==> src/rtl/dragster_spi_arbiter.sv <==
// Round-robin arbiter that shares one SPI mode-0 master between two requesters.
// Each grant runs one fixed-length frame and returns the MISO word with a one-cycle ack.
module dragster_spi_arbiter #(
  parameter int CLK_DIV     = 4,
  parameter int FRAME_WIDTH = 16
) (
  input  logic                   clk,
  input  logic                   reset,
  input  logic                   req0,
  input  logic                   req1,
  input  logic [FRAME_WIDTH-1:0] tx_data0,
  input  logic [FRAME_WIDTH-1:0] tx_data1,
  output logic                   ack0,
  output logic                   ack1,
  output logic [FRAME_WIDTH-1:0] rx_data,
  output logic                   busy,
  input  logic                   miso,
  output logic                   mosi,
  output logic                   sclk,
  output logic [1:0]             ss_n
);

  localparam int CW = (CLK_DIV > 1) ? $clog2(CLK_DIV) : 1;
  localparam int BW = $clog2(FRAME_WIDTH + 1);

  typedef enum logic [2:0] {IDLE, SETUP, HIGH, LOW, HOLD, GAP} state_t;

  state_t                 state;
  logic [CW-1:0]          cnt;
  logic [BW-1:0]          bits;
  logic [FRAME_WIDTH-1:0] shreg;
  logic                   grant;
  logic                   last_grant;
  logic                   phase_done;
  logic                   pick;

  assign phase_done = (cnt == CW'(CLK_DIV - 1));
  // On contention the requester that did not win last time goes next.
  assign pick = (req0 && req1) ? ~last_grant : req1;

  // One register shifts tx out of the MSB and miso in at the LSB, so after
  // the last rising edge it holds the received word.
  always_ff @(posedge clk) begin
    if (reset) begin
      state      <= IDLE;
      cnt        <= '0;
      bits       <= '0;
      shreg      <= '0;
      grant      <= 1'b0;
      last_grant <= 1'b1;
      ack0       <= 1'b0;
      ack1       <= 1'b0;
      rx_data    <= '0;
      busy       <= 1'b0;
      mosi       <= 1'b0;
      sclk       <= 1'b0;
      ss_n       <= 2'b11;
    end else begin
      ack0 <= 1'b0;
      ack1 <= 1'b0;
      if (state != IDLE) cnt <= phase_done ? '0 : cnt + 1'b1;
      case (state)
        IDLE: if (req0 || req1) begin
          grant      <= pick;
          last_grant <= pick;
          shreg      <= pick ? tx_data1 : tx_data0;
          mosi       <= pick ? tx_data1[FRAME_WIDTH-1] : tx_data0[FRAME_WIDTH-1];
          ss_n       <= pick ? 2'b01 : 2'b10;
          busy       <= 1'b1;
          bits       <= '0;
          cnt        <= '0;
          state      <= SETUP;
        end
        SETUP, LOW: if (phase_done) begin
          sclk  <= 1'b1;
          shreg <= {shreg[FRAME_WIDTH-2:0], miso};
          bits  <= bits + 1'b1;
          state <= HIGH;
        end
        HIGH: if (phase_done) begin
          sclk <= 1'b0;
          if (bits == BW'(FRAME_WIDTH)) begin
            state <= HOLD;
          end else begin
            mosi  <= shreg[FRAME_WIDTH-1];
            state <= LOW;
          end
        end
        HOLD: if (phase_done) begin
          ss_n    <= 2'b11;
          ack0    <= ~grant;
          ack1    <= grant;
          rx_data <= shreg;
          mosi    <= 1'b0;
          state   <= GAP;
        end
        GAP: if (phase_done) begin
          busy  <= 1'b0;
          state <= IDLE;
        end
        default: state <= IDLE;
      endcase
    end
  end

endmodule

==> config.mk <==
export PLATFORM = sky130hd
export DESIGN_NAME = dragster_spi_arbiter
export DESIGN_NICKNAME = d
export VERILOG_FILES = /design/src/rtl/dragster_spi_arbiter.sv
export SDC_FILE = /design/constraint.sdc
export NUM_CORES = 1
export LEC_CHECK = 0
export CAP_MARGIN = 40
export CORE_MARGIN = 2
export CORE_UTILIZATION = 44
export DETAILED_ROUTE_END_ITERATION = 8
export PLACE_DENSITY = 0.76
export SYNTH_ARGS = -nofsm -noshare
export SYNTH_HDL_FRONTEND = slang
export SYNTH_SLANG_ARGS = --single-unit
==> constraint.sdc <==
create_clock -name clk -period 1.7 [get_ports clk]
set_input_delay 0.34 -clock clk [delete_from_list [all_inputs] [get_ports clk]]
set_output_delay 0.34 -clock clk [all_outputs]
set_load 0.05 [all_outputs]
# Yosys cells after proc, flatten, opt, wreduce, memory -nomap -nowiden
# Cells that the tools add are included.
[word_totals]
regBits = 51
input_bits = 37
out_inout_bits = 23
wordCells = 84
[classes]
addsub = 2
n_eq_ne = 13
mux = 33
n_bitwise = 4
reduce_logical = 19
[ops]
columns = ["op", "n"]
rows = [
  ["2-to-1 mux 16 bit", 3],
  ["case mux 16 bit (2 select lines)", 1],
  ["2-to-1 mux 3 bit", 6],
  ["case mux 3 bit (5 select lines)", 1],
  ["2-to-1 mux 2 bit", 7],
  ["!= test 2 bit (second input constant)", 6],
  ["AND reduction 3 bit", 4],
  ["2-to-1 mux 5 bit", 2],
  ["case mux 5 bit (2 select lines)", 1],
  ["AND reduction 5 bit", 2],
  ["2-to-1 mux 1 bit", 8],
  ["nonzero test 2 bit", 4],
  ["== test 3 x 2 -> 1 bit (second input constant)", 2],
  ["== test 3 bit (second input constant)", 2],
  ["nonzero test 3 bit", 2],
  ["adder 5 x 1 -> 5 bit (second input constant)", 1],
  ["== test 5 bit (second input constant)", 1],
  ["NOT 1 bit", 4],
  ["case mux 1 bit (2 select lines)", 2],
  ["case mux 2 bit (2 select lines)", 1],
  ["AND reduction 2 bit", 2],
  ["== test 3 x 1 -> 1 bit (second input constant)", 1],
  ["logical NOT 3 bit", 1],
  ["case mux 1 bit (3 select lines)", 1],
  ["other kinds (6)", 6],
]

# Longest topological paths before layout
[depth]
word_depth = 5
ltp_mapped = 7
depth_no_buf = 6

# Least setup slack after synthesis
# OpenSTA, ideal clock, no wires.
[synth_timing]
path_type = "register to register"
from = "reg bits[0]"
to = "reg mosi"
setup_ns = 0.120
arrival_time_ns = 1.433
required_time_ns = 1.580
path_slack_ns = 0.147
stages_incl_launch_ff = 7
n_path_buf = 0
synth_period_minus_slack_ns = 1.553
path_cell_list = "dfxtp_1 inv_1 ha_1 or4bb_1 a32oi_1 a21oi_1 o31a_1"
[synth_between]
elab_chain_len = 3
[synth_lines]
columns = ["element", "line", "source"]
rows = [
  ["start: declaration", "30", "logic [BW-1:0] bits;"],
  ["start signal: assignment", "77", "bits <= bits + 1'b1;"],
  ["== test 5 bit", "82", "if (bits == BW'(FRAME_WIDTH)) begin"],
  ["!= test 2 bit (no line)", "n/a", ""],
  ["AND reduction 5 bit (no line)", "n/a", ""],
  ["end signal: assignment", "67", "mosi <= pick ? tx_data1[FRAME_WIDTH-1] : tx_data0[FRAME_WIDTH-1];"],
  ["end signal: assignment", "85", "mosi <= shreg[FRAME_WIDTH-1];"],
  ["end: declaration", "18", "output logic mosi,"],
]
# No other way between the ends.
# A chain may end at the register's enable or synchronous reset.

# Worst setup path in the final report
# Ends and elaborated chain as after synthesis.

==> parameters.txt <==
Parameter                              Value

Hold path
  Critical hold path startpoint ... grant
  Path category of the worst min-delay check ... reg -> reg

CTS
  Root buf cell ... sky130_fd_sc_hd__clkbuf_8
  Sink Count ... 51
  Skew-Pair Late Insertion Delay ... 0.31 ns
  Buffers inserted by post-CTS timing repair ... 0
  Register clock-pin slew on the reported worst setup and hold paths ... 0.10 ns
  Clk buf depth ... 2
  TritonCTS clock tree ... built
  Number of levels the H-tree was split into ... 2
  Number of buffers inserted by hold repair at cts ... 0
  Number of buffers added by the clock tree synthesis step ... 5

Global route
  Largest net degree at the start of global routing ... 36
  Via count of the first global-routing pass ... 1984
  Antenna violations before repair ... 0
  Global-route wire length before repair ... 9.00 mm
  Tot GR Track Use ... 18.2%
  GR Overflow Total ... 0

STA
  Unrepaired setup endpoints after global routing ... yes
  Final Hold Viols ... 0
  Setup_tns ... 0 ns
  Final cycle utilization of the critical path ... 97.6%
  Headroom to the max-slew limit ... 75.9%
  Maximum clock rate ... 603 MHz
  Min Tclk post-route ... 1.66 ns
  Worst Clk Skew ... 0.0121 ns
  Final setup viols ... 0
  Final Max Slew Viols ... 0
  Min Hold Slack ... 0.440 ns
  Worst-Margin Slew ... 0.351 ns

Cells and area
  Share of layout cells above drive strength 1 ... 19.4%
  FF+latch area ... 0.00102 sq mm
  Cell Count, Final, Fillers Out ... 410
  Fillers ... 459
  # nets final ... 379
  Total area of multi-input combinational cells ... 0.00122 sq mm
  Post-route standard cell area excluding fillers ... 0.00329 sq mm
  P&R area growth vs syn ... 40.3%
  Ant diodes ... 0

Placed design
  Number of placed instances with taps included ... 401
  Routability congestion estimate from global placement ... 0.769
  Number of buffer cells added on primary ports ... 59
  Dpl hpwl ... 3.76 mm
  Area after DPL ... 0.00308 sq mm

Die
  Starting utilization of the core area ... 45.6%
  Core Box Area ... 0.00514 sq mm
  Top-level I/O count ... 60
  Die height ... 77.0 um
  Placement row count ... 26
  Die width ... 77.0 um
  Overall die area ... 0.00593 sq mm

Run
  Maximum Capacitance Violations ... 0

Yosys
  Post-synthesis average cell area ... 8.71 sq um
  Proportion of netlist area held by the largest area contributor ... 43.6%
  Ranking of synthesized cells by area ... sky130_fd_sc_hd__dfxtp_1 44%, sky130_fd_sc_hd__a21oi_1 8.8%, sky130_fd_sc_hd__mux2i_1 6.8%
  Synthesized netlist cell count ... 269
  Netlist area before placement ... 0.00234 sq mm
  Fraction of the yosys area taken by sequential cells ... 43.6%
  Ys async rst share ... 0%
  Post-Synthesis Net Count ... 309
  Number of warnings reported in the yosys synthesis log ... 0
  Number of different library cells in the post-synthesis netlist ... 41
  Flops & latches, synth ... 51
  Commonest register cell after synthesis ... sky130_fd_sc_hd__dfxtp_1
  Post-synthesis cell type with the largest combined area ... sky130_fd_sc_hd__dfxtp_1
  Number of flops mapped to enable cells by yosys ... 0

Power
  Clock network fraction of total power ... 35.4%
  Int Pwr ... 0.00215 W
  Reg power frac ... 46.2%
  Fraction of power spent switching nets ... 25.1%
  Worst supply voltage drop on vdd ... 0.438 mV
  Pwr dens ... 873 mW/mm^2
  Total power consumption of the routed design ... 0.00287 W
  Switching pwr ... 0.000721 W
  Part of the power in combinational logic ... 18.4%
  Standby leakage power ... 1.32 nW

Worst setup path
  Crit path arrival time ... 1.92 ns
  Startpoint types ... register
  Crit end category ... register
  Type of the setup path with the least slack ... reg -> reg
  Launch point of the worst reg-to-reg path ... bits[0]
  Data required time of the worst path ... 1.96 ns
  First element of the critical path ... bits[0]
  Critical Path Fanout Max ... 3

Outcome
  Status ... finished clean

Routing
  Via-to-Cell Ratio ... 5.22
  Initial detailed-routing violation count ... 100
  Antenna-violating nets left ... 0
  Total DRC errors in the routed layout ... 0
  Number of detailed-routing iterations run before antenna repair ... 4
  Final wirelength ... 5.68 mm
  Total via count after detailed routing ... 2140
  Detail-routed net length per standard cell ... 13.8 um
==> synthesized netlist by cell type (all sizes together) (2+ instances only) <==
cell,number
or3,2
inv,4
o21ai,6
nand2,38
o21bai,2
o31a,2
nor2,25
nand3b,4
o21ba,2
buf,14
mux2i,16
a22o,16
nor3,8
clkbuf,6
and2b,2
nand3,6
nor3b,2
dfxtp,51
a31oi,3
ha,3
nand2b,3
a21oi,41
==> routing by layer <==
metal,track usage [%],vias to the layer above,wire (um)
li1,-,1087,-
met1,23.8,996,2590
met2,30.9,48,2790
met3,3.65,9,228
met4,4.64,0,77
met5,0,-,0
==> worst paths after layout <==
kind | end | slack [ns] | cells after the start
worst max-delay path | mosi | 0.04 | 6
worst min-delay path | ack0 | 0.44 | 1
worst max register to register | mosi | 0.04 | 6
worst min register to register | ack0 | 0.44 | 1
==> registers in the layout, indices dropped and copies added (netlist names) <==
| signal | cells |
|---|---|
| cnt | 2 |
| last_grant | 1 |
| busy | 1 |
| rx_data | 16 |
| ack0 | 1 |
| bits | 5 |
| ack1 | 1 |
| ss_n | 2 |
| mosi | 1 |
| state | 3 |
| shreg | 16 |
| sclk | 1 |
| grant | 1 |
==> critical path: stages, from the launching register on <==
cell and delay, ns:
sky130_fd_sc_hd__dfxtp_1 0.33, sky130_fd_sc_hd__inv_1 0.08, sky130_fd_sc_hd__ha_1 0.15, sky130_fd_sc_hd__or4bb_4 0.54
sky130_fd_sc_hd__a32oi_2 0.25, sky130_fd_sc_hd__buf_4 0.15, sky130_fd_sc_hd__o31a_1 0.12
==> cells in the final DEF (no fill, tap or decap), types with 4 or more instances in the layout <==
cell type	synthesis	layout
sky130_fd_sc_hd__a21oi_1	41	41
sky130_fd_sc_hd__a22o_1	16	16
sky130_fd_sc_hd__buf_12	0	5
sky130_fd_sc_hd__buf_4	3	41
sky130_fd_sc_hd__clkbuf_8	0	5
sky130_fd_sc_hd__clkdlybuf4s50_1	0	34
sky130_fd_sc_hd__dfxtp_1	51	50
sky130_fd_sc_hd__inv_1	4	4
sky130_fd_sc_hd__mux2i_1	16	16
sky130_fd_sc_hd__nand2_1	38	38
sky130_fd_sc_hd__nand3_1	6	6
sky130_fd_sc_hd__nand3b_1	4	4
sky130_fd_sc_hd__nor2_1	25	25
sky130_fd_sc_hd__nor3_1	7	7
sky130_fd_sc_hd__o21ai_0	6	6
==> layout make-up <==
| class | count | area share [%] |
|---|---|---|
| Clock buffer | 5 | 2.09 |
| Timing Repair Buffer | 83 | 24.3 |
| Multi-Input combinational cell | 194 | 37.2 |
| Sequential cell | 51 | 31.1 |
| Clock inverter | 3 | 2.17 |
| Tap cell | 70 | 2.66 |
| Inverter | 4 | 0.457 |
==> logic make-up after synthesis <==
group	synth area share [%]
simple gates	19.8
compound gates	21.9
flops	43.6
buf+inv	5.98
mux	6.83
fa+ha+maj	1.60
xor+xnor	0.374
==> through the flow <==
| step | worst slack (ns) | util (%) |
|---|---|---|
| 6_report | 0.0407 | 63.9 |
| 5_1_grt | -0.0124 | 63.9 |
| 4_1_cts | 0.00984 | 62.6 |
| 3_5_place_dp | -0.246 | 59.9 |
| 3_3_place_gp | -0.228 | 59.9 |
| 2_1_floorplan | 0.147 | - |
==> power groups by stage <==
stage	clock, W	combinational (W)	sequential, W
2_1_floorplan	0	0.000273	0.00136
3_3_place_gp	0	0.000497	0.00135
3_5_place_dp	0	0.000505	0.00135
4_1_cts	0.00103	0.000509	0.00132
5_1_grt	0.00109	0.000572	0.00133
6_report	0.00102	0.000528	0.00132
==> timing repair <==
item	4_1_cts	5_1_grt
setup endpoints to repair	0	23
endpoints found under the hold margin	0	0
gates resized for setup	0	9
Power figures use the tool's default switching activity.
